**src/rtl/systolic_feeder_2x2.sv**
```systemverilog
// systolic_feeder_2x2
//
// Drives the operand side of a 2x2 output-stationary systolic multiply
// array and collects its four accumulators.
//
// On start, A and B are latched. The array is then sequenced through these
// states: CLEAR, FLUSH, STREAM and DRAIN. At the last DRAIN edge the results
// are captured into c_out and done pulses for one cycle.
//
// Build option: define SYSTOLIC_FEEDER_CHECK_EN to add result_err. This
// flag is set at capture when any PE did not report exactly two valid
// products during STREAM/DRAIN.
//
// Handshake: start is sampled only while IDLE (busy=0). A start seen in the
// done cycle begins a new operation. A start seen while busy is dropped.
//
// Ports:
//   clk, rst_n                 clock, asynchronous active-low reset
//   start                      begin an operation (honoured only in IDLE)
//   a_in  [4*DATA_WIDTH]       {A11,A10,A01,A00}
//   b_in  [4*WEIGHT_WIDTH]     {B11,B10,B01,B00}
//   busy                       high in every non-IDLE state
//   done                       one-cycle pulse, c_out valid
//   c_out [4*ACCUM_WIDTH]      {C11,C10,C01,C00}, held until next capture
//   enable, clear_accum        array control
//   data_in_row*/data_valid_row*      row operand buses to the array
//   weight_in_col*/weight_valid_col*  column operand buses to the array
//   result_xx, valid_xx        accumulators / product strobes from the array
//   result_err                 (option only) valid-count check flag
//   dbg_state                  current FSM state, for observation
module systolic_feeder_2x2 #(
  parameter int DATA_WIDTH   = 16,
  parameter int WEIGHT_WIDTH = 8,
  parameter int ACCUM_WIDTH  = 32,
  parameter int DRAIN_CYCLES = 2
) (
  input  logic                      clk,
  input  logic                      rst_n,
  input  logic                      start,
  input  logic [4*DATA_WIDTH-1:0]   a_in,
  input  logic [4*WEIGHT_WIDTH-1:0] b_in,
  output logic                      busy,
  output logic                      done,
  output logic [4*ACCUM_WIDTH-1:0]  c_out,
  output logic                      enable,
  output logic                      clear_accum,
  output logic [DATA_WIDTH-1:0]     data_in_row0,
  output logic [DATA_WIDTH-1:0]     data_in_row1,
  output logic                      data_valid_row0,
  output logic                      data_valid_row1,
  output logic [WEIGHT_WIDTH-1:0]   weight_in_col0,
  output logic [WEIGHT_WIDTH-1:0]   weight_in_col1,
  output logic                      weight_valid_col0,
  output logic                      weight_valid_col1,
  input  logic [ACCUM_WIDTH-1:0]    result_00,
  input  logic [ACCUM_WIDTH-1:0]    result_01,
  input  logic [ACCUM_WIDTH-1:0]    result_10,
  input  logic [ACCUM_WIDTH-1:0]    result_11,
  input  logic                      valid_00,
  input  logic                      valid_01,
  input  logic                      valid_10,
  input  logic                      valid_11,
`ifdef SYSTOLIC_FEEDER_CHECK_EN
  output logic                      result_err,
`endif
  output logic [2:0]                dbg_state
);

  typedef enum logic [2:0] {
    S_IDLE   = 3'd0,
    S_CLEAR  = 3'd1,
    S_FLUSH  = 3'd2,
    S_STREAM = 3'd3,
    S_DRAIN  = 3'd4
  } state_e;

  // The counter must reach max(2, DRAIN_CYCLES-1).
  localparam int CNT_W = (DRAIN_CYCLES > 4) ? $clog2(DRAIN_CYCLES) : 2;
  localparam logic [CNT_W-1:0] DRAIN_LAST = CNT_W'(DRAIN_CYCLES - 1);

  localparam int DW = DATA_WIDTH;
  localparam int WW = WEIGHT_WIDTH;

  state_e                    state_q, state_d;
  logic [CNT_W-1:0]          cnt_q, cnt_d;
  logic [4*DW-1:0]           a_q, a_d;
  logic [4*WW-1:0]           b_q, b_d;
  logic [4*ACCUM_WIDTH-1:0]  c_q, c_d;
  logic                      busy_q, busy_d;
  logic                      done_q, done_d;
  logic                      enable_q, enable_d;
  logic                      clear_q, clear_d;
  logic [DW-1:0]             row0_q, row0_d, row1_q, row1_d;
  logic                      rv0_q, rv0_d, rv1_q, rv1_d;
  logic [WW-1:0]             col0_q, col0_d, col1_q, col1_d;
  logic                      cv0_q, cv0_d, cv1_q, cv1_d;

  always_comb begin
    state_d = state_q;
    cnt_d   = cnt_q;
    a_d     = a_q;
    b_d     = b_q;
    c_d     = c_q;
    done_d  = 1'b0;

    case (state_q)
      S_IDLE: begin
        if (start) begin
          a_d     = a_in;
          b_d     = b_in;
          state_d = S_CLEAR;
          cnt_d   = '0;
        end
      end
      S_CLEAR: begin
        if (cnt_q == CNT_W'(2)) begin
          state_d = S_FLUSH;
          cnt_d   = '0;
        end else begin
          cnt_d = cnt_q + CNT_W'(1);
        end
      end
      S_FLUSH: begin
        if (cnt_q == CNT_W'(1)) begin
          state_d = S_STREAM;
          cnt_d   = '0;
        end else begin
          cnt_d = cnt_q + CNT_W'(1);
        end
      end
      S_STREAM: begin
        if (cnt_q == CNT_W'(2)) begin
          state_d = S_DRAIN;
          cnt_d   = '0;
        end else begin
          cnt_d = cnt_q + CNT_W'(1);
        end
      end
      S_DRAIN: begin
        if (cnt_q == DRAIN_LAST) begin
          state_d = S_IDLE;
          cnt_d   = '0;
          c_d     = {result_11, result_10, result_01, result_00};
          done_d  = 1'b1;
        end else begin
          cnt_d = cnt_q + CNT_W'(1);
        end
      end
      default: begin
        state_d = S_IDLE;
        cnt_d   = '0;
      end
    endcase

    // Array outputs are registered. They are decoded from the state and
    // count that take effect at this edge, so each bus lines up with its
    // state cycle.
    busy_d   = (state_d != S_IDLE);
    enable_d = busy_d;
    clear_d  = (state_d == S_CLEAR);
    row0_d   = '0;
    row1_d   = '0;
    col0_d   = '0;
    col1_d   = '0;
    rv0_d    = 1'b0;
    rv1_d    = 1'b0;
    cv0_d    = 1'b0;
    cv1_d    = 1'b0;

    case (state_d)
      S_CLEAR: begin
        // Zero operands with valids high. This makes every PE, including
        // PE11 through forwarded valids, take the clear path.
        rv0_d = 1'b1;
        rv1_d = 1'b1;
        cv0_d = 1'b1;
        cv1_d = 1'b1;
      end
      S_STREAM: begin
        // Row i is skewed by i cycles and column j by j cycles, so that
        // A[i][k] meets B[k][j] in PE(i,j).
        case (cnt_d)
          CNT_W'(0): begin
            row0_d = a_q[0*DW +: DW];   // A00
            rv0_d  = 1'b1;
            col0_d = b_q[0*WW +: WW];   // B00
            cv0_d  = 1'b1;
          end
          CNT_W'(1): begin
            row0_d = a_q[1*DW +: DW];   // A01
            rv0_d  = 1'b1;
            row1_d = a_q[2*DW +: DW];   // A10
            rv1_d  = 1'b1;
            col0_d = b_q[2*WW +: WW];   // B10
            cv0_d  = 1'b1;
            col1_d = b_q[1*WW +: WW];   // B01
            cv1_d  = 1'b1;
          end
          CNT_W'(2): begin
            row1_d = a_q[3*DW +: DW];   // A11
            rv1_d  = 1'b1;
            col1_d = b_q[3*WW +: WW];   // B11
            cv1_d  = 1'b1;
          end
          default: ;
        endcase
      end
      default: ;
    endcase
  end

  always_ff @(posedge clk or negedge rst_n) begin
    if (!rst_n) begin
      state_q  <= S_IDLE;
      cnt_q    <= '0;
      a_q      <= '0;
      b_q      <= '0;
      c_q      <= '0;
      busy_q   <= 1'b0;
      done_q   <= 1'b0;
      enable_q <= 1'b0;
      clear_q  <= 1'b0;
      row0_q   <= '0;
      row1_q   <= '0;
      rv0_q    <= 1'b0;
      rv1_q    <= 1'b0;
      col0_q   <= '0;
      col1_q   <= '0;
      cv0_q    <= 1'b0;
      cv1_q    <= 1'b0;
    end else begin
      state_q  <= state_d;
      cnt_q    <= cnt_d;
      a_q      <= a_d;
      b_q      <= b_d;
      c_q      <= c_d;
      busy_q   <= busy_d;
      done_q   <= done_d;
      enable_q <= enable_d;
      clear_q  <= clear_d;
      row0_q   <= row0_d;
      row1_q   <= row1_d;
      rv0_q    <= rv0_d;
      rv1_q    <= rv1_d;
      col0_q   <= col0_d;
      col1_q   <= col1_d;
      cv0_q    <= cv0_d;
      cv1_q    <= cv1_d;
    end
  end

  assign busy              = busy_q;
  assign done              = done_q;
  assign c_out             = c_q;
  assign enable            = enable_q;
  assign clear_accum       = clear_q;
  assign data_in_row0      = row0_q;
  assign data_in_row1      = row1_q;
  assign data_valid_row0   = rv0_q;
  assign data_valid_row1   = rv1_q;
  assign weight_in_col0    = col0_q;
  assign weight_in_col1    = col1_q;
  assign weight_valid_col0 = cv0_q;
  assign weight_valid_col1 = cv1_q;
  assign dbg_state         = state_q;

`ifdef SYSTOLIC_FEEDER_CHECK_EN
  // Per-PE saturating count of valid strobes seen during STREAM and DRAIN.
  logic [3:0][1:0] vcnt_q, vcnt_d;
  logic            err_q, err_d;
  logic [3:0]      valid_vec;

  assign valid_vec = {valid_11, valid_10, valid_01, valid_00};

  always_comb begin
    vcnt_d = vcnt_q;
    err_d  = err_q;
    if (state_q == S_FLUSH && state_d == S_STREAM) begin
      vcnt_d = '0;
    end else if (state_q == S_STREAM || state_q == S_DRAIN) begin
      for (int i = 0; i < 4; i++) begin
        if (valid_vec[i] && vcnt_q[i] != 2'd3) begin
          vcnt_d[i] = vcnt_q[i] + 2'd1;
        end
      end
    end
    // The capture-edge sample counts: PE11's last product is only
    // reported in the final DRAIN cycle.
    if (done_d) begin
      err_d = 1'b0;
      for (int i = 0; i < 4; i++) begin
        if (vcnt_d[i] != 2'd2) begin
          err_d = 1'b1;
        end
      end
    end
  end

  always_ff @(posedge clk or negedge rst_n) begin
    if (!rst_n) begin
      vcnt_q <= '0;
      err_q  <= 1'b0;
    end else begin
      vcnt_q <= vcnt_d;
      err_q  <= err_d;
    end
  end

  assign result_err = err_q;
`else
  logic unused_valid;
  assign unused_valid = ^{valid_00, valid_01, valid_10, valid_11};
`endif

endmodule

```
**config.mk**
```make
export PLATFORM = sky130hd
export DESIGN_NAME = systolic_feeder_2x2
export DESIGN_NICKNAME = d
export VERILOG_FILES = /design/src/rtl/systolic_feeder_2x2.sv
export SDC_FILE = /design/constraint.sdc
export NUM_CORES = 1
export LEC_CHECK = 0
export BUFFER_PORTS_ARGS = -buffer_cell sky130_fd_sc_hd__clkbuf_2
export CELL_PAD_IN_SITES_DETAIL_PLACEMENT = 1
export CELL_PAD_IN_SITES_GLOBAL_PLACEMENT = 1
export CORE_ASPECT_RATIO = 0.7
export CORE_MARGIN = 5
export CORE_UTILIZATION = 35
export DETAILED_ROUTE_END_ITERATION = 8
export PLACE_DENSITY = 0.7
export REMOVE_ABC_BUFFERS = 1
export SLEW_MARGIN = 20
export SYNTH_ARGS = -nofsm -noshare
export SYNTH_HDL_FRONTEND = slang
export SYNTH_SLANG_ARGS = --single-unit
export TNS_END_PERCENT = 1
```
**constraint.sdc**
```tcl
create_clock -name clk -period 2.7 [get_ports clk]
set_input_delay 0.54 -clock clk [delete_from_list [all_inputs] [get_ports clk]]
set_output_delay 0.54 -clock clk [all_outputs]
set_load 0.02 [all_outputs]
```
---- Word level (Yosys, flattened, before mapping) ----
Index checks and enable logic that the tools add are counted.
word-level totals
  register bits ........................... 282
  bits of input ports ..................... 231
  output and inout bits ................... 187
  logic and storage cells ................. 58
cells by class
  add/sub/neg operators ................... 1
  equal/unequal tests ..................... 10
  mux-type cells .......................... 24
  reduce and logical (&&, ||, !) cells .... 9
operators by type and width
  kind                                                              number
  16-bit case mux with 2 select lines                               2
  16-bit two-way mux                                                2
  8-bit case mux with 2 select lines                                2
  8-bit two-way mux                                                 2
  3-bit two-way mux                                                 5
  3-bit case mux with 5 select lines                                1
  3-bit by 2-bit == test with 1-bit output (second input constant)  3
  2-bit OR reduction                                                4
  3-bit by 1-bit == test with 1-bit output (second input constant)  2
  2-bit two-way mux                                                 3
  2-bit case mux with 3 select lines                                1
  2-bit by 1-bit == test with 1-bit output (second input constant)  2
  2-bit == test (second input constant)                             2
  1-bit two-way mux                                                 4
  1-bit case mux with 2 select lines                                2
  2-bit AND reduction                                               2
  3-bit == test (second input constant)                             1
  3-bit zero test                                                   1
  3-bit nonzero test                                                1
  2-bit by 1-bit adder with 2-bit output (second input constant)    1
  2-bit zero test                                                   1

---- Logic depth before layout (Yosys ltp) ----
Gate-level depths: netlist (run 1).
  depth after elaboration ................. 7
  depth in mapped cells ................... 10
  depth with buffers taken out ............ 7

---- Least setup slack after synthesis (run 1) ----
No wires, ideal clock.
  path kind ............................... register to register
  start point ............................. register state_q[2] (netlist: dbg_state[2])
  end point ............................... register row1_q[0] (netlist: data_in_row1[0])
  setup time .............................. 0.072 ns
  arrival ................................. 2.268 ns
  setup slack ............................. 0.359 ns
  stages on the path, launching flop included .. 10
  buffers on the path ..................... 2
  clock period less this slack ............ 2.341 ns
  cell sequence ........................... dfrtp_1 or3b_2 o21ai_0 a21oi_1 o32ai_1 ha_1 clkbuf_1 clkbuf_1 a22oi_1 nor2_1
on the way
  word-level cells in the longest chain between the ends .. 6
  elaborated cells on any way between the ends .. 19
ends and longest elaborated chain
  element                                                                    line  RTL
  start, declared                                                            84    state_e state_q, state_d;
  start signal, assigned                                                     232   state_q <= state_d;
  3-bit == test (tied with other cells)                                      106   case (state_q)
  2-bit OR reduction (no line)                                               -
  2-bit case mux with 3 select lines *                                       106
  net cnt_d[0]                                                               85    logic [CNT_W-1:0] cnt_q, cnt_d;
  2-bit == test or 2-bit by 1-bit == test with 1-bit output (tied branches)  182   case (cnt_d)
  16-bit case mux with 2 select lines *                                      182
  16-bit two-way mux *                                                       170   case (state_d)
  net row1_d[0]                                                              93    logic [DW-1:0] row0_q, row0_d, row1_q, row1_d;
  end signal, assigned                                                       242   row1_q <= row1_d;
  end, declared                                                              93
Mark *: on every way through the listed nets, which the timed path passes. The rest lies on a longest branch.
A chain may end at the register's enable or synchronous reset.

---- Worst setup path after layout (run 1) ----
  start point ............................. register state_q[0] (netlist: dbg_state[0])
  end point ............................... register row1_q[10] (netlist: data_in_row1[10])
Same word-level chain as after synthesis.

==> metrics, run 1 <==
Core Area=30110 µm²; Synth Area per Inst=15.57 µm²; Post-CTS Setup Repair Bufs=0; max-slew violations=0; Pwr per Cell Area=1196 nW/µm²; Reg2Reg Depth=7; cts bufs inserted=29; H-tree Lvls=1; CP Max Fanout=24; Worst Path Arrival=2.91 ns; first-iteration detailed-routing DRC count=318; status=finished clean; Post-Synthesis Cells=688; Worst-Skew Late Latency=0.54 ns; share of the synthesized area in the top cell type=0.6586; Combinational Power Share=0.365; Power Total=16980 µW; CP peak stage delay=0.59 ns; CTS tree=yes; DP Worst Slack=0.3286 ns; Worst Setup SP=dbg_state[0]; First-pass DRT Iterations=4; drt drc=0; switch share=0.3639; Die X=219.1 µm; hold_sp=a_in[23]; Final Skew=0.01662 ns; Post-DP HPWL=22.38 mm; Worst Path Required=3.14 ns; WL final=30.92 mm; post-synth cell types=31; crit path capture=data_in_row1[10]; final setup fails=0; Vias=7270; Setup crit end kind=flip-flop; sequential area share after synthesis=0.6586; # diodes=0; post-route antenna net violation count=0; Rel. slew slack=0.5851; Fillers=3235; Rows=53; gr usage total=0.1746; Reg-to-Reg End=data_in_row1[10]; vias in the first global route=8202; Ys Warns=0; Highest Clock Rate=0.4041 GHz; placed inst area=13250 µm²; Yosys top cell by area=dfrtp_1; Synth-to-Final Area Change=32.41%; placed instance count=1487; Top Ports=418; layout cells sized above 1=0.5936; Int Pwr=10800 µW; Net count, final=1341; Reg power frac=0.405; mapped cell area=10720 µm²; CTS Sinks=282; largest net degree at the start of global routing=73; worst reg-to-reg setup slack=0.23 ns; Max-Cap Viols=0; RSZ-0062 raised after global routing=no; CTS Buffer Depth=3; post-CTS sizing=0; Final Critical Period=2.475 ns; Root Driver=clkbuf_16; peak supply drop=552.5 µV; Placer Congestion=0.7906; hold_buf cts=1; Slowest cell on crit path=dfrtp_1; Pleak=0.006931 µW; CP Cell Sequence=nand2b_1, o32ai_1, inv_1, ha_1, nand3_1, buf_12, nor2_1; drt via density=4.724; clock share of power=0.230; Finished Layout Cells=1539; Hold Crit Class=in -> reg; Worst R2R Start=dbg_state[0]; Slew @ Worst Pin=0.6204 ns; Initial Util=0.3559; Final WS setup=0.2254 ns; hold violation count in the final report=0; #FFs+latches synth=282; antenna violations before repair=4; first-pass GRT wire length=47.47 mm; PortBufs=413; Die Ht=156.4 µm; Worst setup SP type=flip-flop; die footprint=34270 µm²; switching power total=6177 µW; routed length per instance=20.09 µm; grt total ovfl=0; Reg clk slew, reported paths=0.07 ns; Final Cell Area=14190 µm²; Synth area leaders=dfrtp_1 66%, mux2_2 19%, mux2_1 4.2%; Final Cycle Share=0.9165; WS Path Type=reg -> reg; Fin Hold WS=0.2089 ns
Yosys cell counts, drive strengths merged:
cell type / instances
mux2: 224
maj3: 1
o32a: 1
or3b: 1
a21boi: 1
a21oi: 3
inv: 6
o31a: 1
mux2i: 1
nand3: 3
nand2: 1
ha: 3
nor2b: 2
o32ai: 2
a22oi: 49
nor2: 52
dfrtp: 282
or3: 1
nor3b: 1
clkbuf: 9
o21ai: 4
nand3b: 1
nor4b: 1
and3: 1
nand2b: 2
xnor2: 1
buf: 34
critical path, delay by kind of cell, from the launching register on:
family | cells | cell delay (ns)
flip-flops | 1 | 0.59
AO/OA/AOI/OAI | 1 | 0.57
buffers and inverters | 2 | 0.34
AND/OR/NAND/NOR | 3 | 0.52
adder cells (fa/ha/maj) | 1 | 0.35
cells by family after synthesis:
group	Yosys count	share of synthesized area
flip-flops	282	0.6586
multiplexers	225	0.2363
AND/OR/NAND/NOR	66	0.02791
AO/OA/AOI/OAI	61	0.04169
buffers and inverters	49	0.03024
adder cells (fa/ha/maj)	4	0.004438
XOR/XNOR	1	0.0008175
layout make-up:
type                       instances  area [µm²]  area share
inverter                           6       22.52    0.001587
tap                              412       515.5     0.03633
sequential                       282        7057      0.4974
timing repair buffer             431        2315      0.1631
multi-input combinational        357        3353      0.2363
clock inverter                    17       141.4    0.009965
clock buffer                      34       784.5     0.05529
worst min path at each step:
stage	slack [ns]	endpoint	cells past startpoint
floorplan	0.24	a_q[0]	0
global route	0.18	a_q[23]	2
finish	0.21	a_q[23]	2
CTS	0.17	a_q[23]	2
global placement	0.47	a_q[31]	1
detailed placement	0.48	a_q[42]	1
registers in the layout, summed over array words and instances (netlist names):
register and flops:
weight_valid_col1 1, done 1, weight_in_col1 8, weight_valid_col0 1, data_in_row1 16, c_out 128, enable 1, weight_in_col0 8
a_q 64, cnt_q 2, data_in_row0 16, clear_accum 1, b_q 32, dbg_state 3
per-layer routing:
| layer | share of wire | track usage |
|---|---|---|
| met5 | 0.0011 | 0 |
| met4 | 0.018 | 0.03198 |
| met3 | 0.10 | 0.07697 |
| met2 | 0.49 | 0.2961 |
| met1 | 0.39 | 0.2103 |
power groups by stage:
stage | sequential [µW] | combinational, µW | clock (µW)
2_1_floorplan | 7980 | 2660 | 0
3_3_place_gp | 6840 | 6110 | 0
3_5_place_dp | 6940 | 6280 | 0
4_1_cts | 6890 | 6320 | 4060
5_1_grt | 7080 | 6730 | 4220
6_report | 6880 | 6190 | 3900
metrics by stage:
step,setup TNS (ns),util
floorplan,-459.97,-
global placement,0,0.4402
detailed placement,0,0.4402
CTS,0,0.4713
global route,0,0.4713
finish,0,0.4713
cell usage in the layout (no fill, tap or decap), types with 2 or more instances in the layout:
cell / instances
ha_1: 2
o32ai_1: 2
clkinv_2: 13
clkbuf_8: 4
buf_4: 9
mux2_1: 40
clkbuf_16: 29
a22oi_1: 49
a21oi_1: 3
nor2b_1: 2
bufinv_16: 2
nand2b_1: 2
nor2_1: 52
inv_1: 6
dfrtp_1: 282
buf_12: 8
nand3_1: 2
o21ai_0: 3
clkbuf_2: 412
mux2_2: 184
Note: power is estimated with default switching activity, not from simulation.
==> inputs of run 2 (changes only) <==
--- a/config.mk
+++ b/config.mk
@@ -12,7 +12,7 @@
 export CORE_MARGIN = 5
 export CORE_UTILIZATION = 35
 export DETAILED_ROUTE_END_ITERATION = 8
-export PLACE_DENSITY = 0.7
+export PLACE_DENSITY = 0.69
 export REMOVE_ABC_BUFFERS = 1
 export SLEW_MARGIN = 20
 export SYNTH_ARGS = -nofsm -noshare
==> run 2 against run 1 <==
Against the previous run:
- count of clock-buffer cells in the layout increased by 5
- register-to-register slack improved by 0.07 ns
- sequential power about the same
- clock power increased by 3%
- global-route usage increased by 0.63 points
- combinational power increased by 1%
- largest cell class unchanged
- critical path type unchanged
- flip-flop and latch count unchanged
- wire length increased by 3.5%
- die area unchanged
==> metrics, run 2 (synthesized netlist as in run 1, its figures left out) <==
status=finished clean; First-pass DRT Iterations=4 (unchanged); Final Skew=0.006817 ns (-0.009801 ns); Reg-to-Reg End=data_in_row0[11]; Worst Path Required=3.12 ns (-0.02 ns); cts bufs inserted=29 (unchanged); Hold Crit Class=in -> reg; Post-CTS Setup Repair Bufs=0 (unchanged); first-pass GRT wire length=48.73 mm (+2.7%); final core occ=0.4728 (+0.001537); Top Ports=418 (unchanged); layout cells sized above 1=0.5913 (-0.002299); Setup crit end kind=flip-flop; drt drc=0 (unchanged); Final WS setup=0.2919 ns (+0.06646 ns); Rel. slew slack=0.6226 (+0.03752); Final Cell Area=14230 µm² (+0.33%); Final Cycle Share=0.8919 (-0.02461); die footprint=34270 µm² (unchanged); Pleak=0.006932 µW (about the same); DP Worst Slack=0.2635 ns (-0.06508 ns); grt total ovfl=0 (unchanged); first-iteration detailed-routing DRC count=390 (+23%); Die Ht=156.4 µm (unchanged); Worst Setup SP=dbg_state[0]; Multi-input gate area=3353 µm² (unchanged); vias in the first global route=8126 (-0.93%); peak supply drop=547.5 µV (-0.90%); largest net degree at the start of global routing=75 (+2.7%); Vias=7292 (+0.30%); CP peak stage delay=0.59 ns (about the same); Highest Clock Rate=0.4153 GHz (+2.8%); Slew @ Worst Pin=0.5643 ns (-0.05611 ns); CP Cell Sequence=nand2b_1, o32ai_1, inv_1, ha_1, buf_4, a22oi_1, nor2_1; Core Area=30110 µm² (unchanged); Synth-to-Final Area Change=32.85%; max-slew violations=0 (unchanged); delay-heaviest family, CP=compound AO/OA/AOI/OAI gates; Worst setup SP type=flip-flop; CP bufs+invs=2 (unchanged); most common cell after layout, fill and taps aside=clkbuf_2; Max-Cap Viols=0 (unchanged); final setup fails=0 (unchanged); RSZ-0062 raised after global routing=no; Initial Util=0.3559 (unchanged); Net count, final=1340 (-0.075%); Pwr per Cell Area=1204 nW/µm² (+0.65%); WS Path Type=reg -> reg; placed instance count=1486 (-0.067%); CTS tree=yes; most frequent cells in the layout=412 x clkbuf_2, 282 x dfrtp_1, 184 x mux2_2, 52 x nor2_1, 49 x a22oi_1; Rows=53 (unchanged); crit path capture=data_in_row0[11]; Worst R2R Start=dbg_state[0]; Die X=219.1 µm (unchanged); CTS Buffer Depth=3 (unchanged); Largest register FFs=128 (unchanged); Post-DP HPWL=23.31 mm (+4.1%); Finished Layout Cells=1540 (+0.065%); antenna violations before repair=4 (unchanged); Root Driver=clkbuf_16; Worst-Skew Late Latency=0.54 ns (about the same); routed length per instance=20.79 µm (+3.5%); gr usage total=0.1809 (+0.006297); hold violation count in the final report=0 (unchanged); PortBufs=413 (unchanged); Reg2Reg Depth=7 (unchanged); Final Critical Period=2.408 ns (-0.06646 ns); CTS Sinks=282 (unchanged); drt via density=4.735 (+0.24%); # diodes=0 (unchanged); FF/Latch Area=7057 µm² (unchanged); post-route antenna net violation count=0 (unchanged); placed inst area=13270 µm² (+0.13%); Placer Congestion=0.7819 (-1.1%); CP Max Fanout=24 (unchanged); H-tree Lvls=1 (unchanged); worst reg-to-reg setup slack=0.29 ns (+0.07 ns); Worst Path Arrival=2.83 ns (-0.08 ns); critical path depth=7 (unchanged); WL final=32.01 mm (+3.5%); Reg clk slew, reported paths=0.07 ns (about the same); Slowest cell on crit path=dfrtp_1; hold_sp=a_in[39]; Fillers=3205 (-0.93%)
run 2: worst min-delay path by stage:
stage	to	slack (ns)	cells past startpoint
6_report	a_q[39]	0.21	2
5_1_grt	a_q[56]	0.18	2
4_1_cts	a_q[32]	0.18	2
3_5_place_dp	a_q[43]	0.48	1
3_3_place_gp	a_q[26]	0.47	1
2_1_floorplan	a_q[0]	0.24	0
run 2: per-layer routing:
layer / global-route usage / part of all wire
met1: 0.2185 / 0.39
met2: 0.3083 / 0.49
met3: 0.07735 / 0.10
met4: 0.03228 / 0.018
met5: 0 / 0.0014
run 2: per-stage QoR:
stage               TNS, ns  hold WS [ns]  power (µW)
floorplan           -459.97        0.2444       10640
global placement          0        0.4708       13030
detailed placement        0        0.4768       13280
CTS                       0        0.1796       17430
global route              0        0.1843       18190
finish                    0        0.2149       17140
run 2: timing repair:
item / in CTS / in global routing
setup endpoints to repair: 0 / 0
endpoints found under the hold margin: 62 / 0
hold buffers: 1 / 0
resized for setup: 0 / 0
run 2: cell type report:
cell class,count,area share
clock inverters,14,0.009229
well taps,412,0.03621
clock buffers,39,0.05784
inverters,6,0.001582
repair buffers,430,0.1638
flip-flops and latches,282,0.4957
multi-input cells,357,0.2356
run 2: report_power, final:
| part | switching, µW | internal (µW) | total, µW |
|---|---|---|---|
| logic | 3640 | 2620 | 6260 |
| registers | 924 | 5960 | 6880 |
| clock network | 1680 | 2330 | 4000 |
| total | 6240 | 10900 | 17100 |
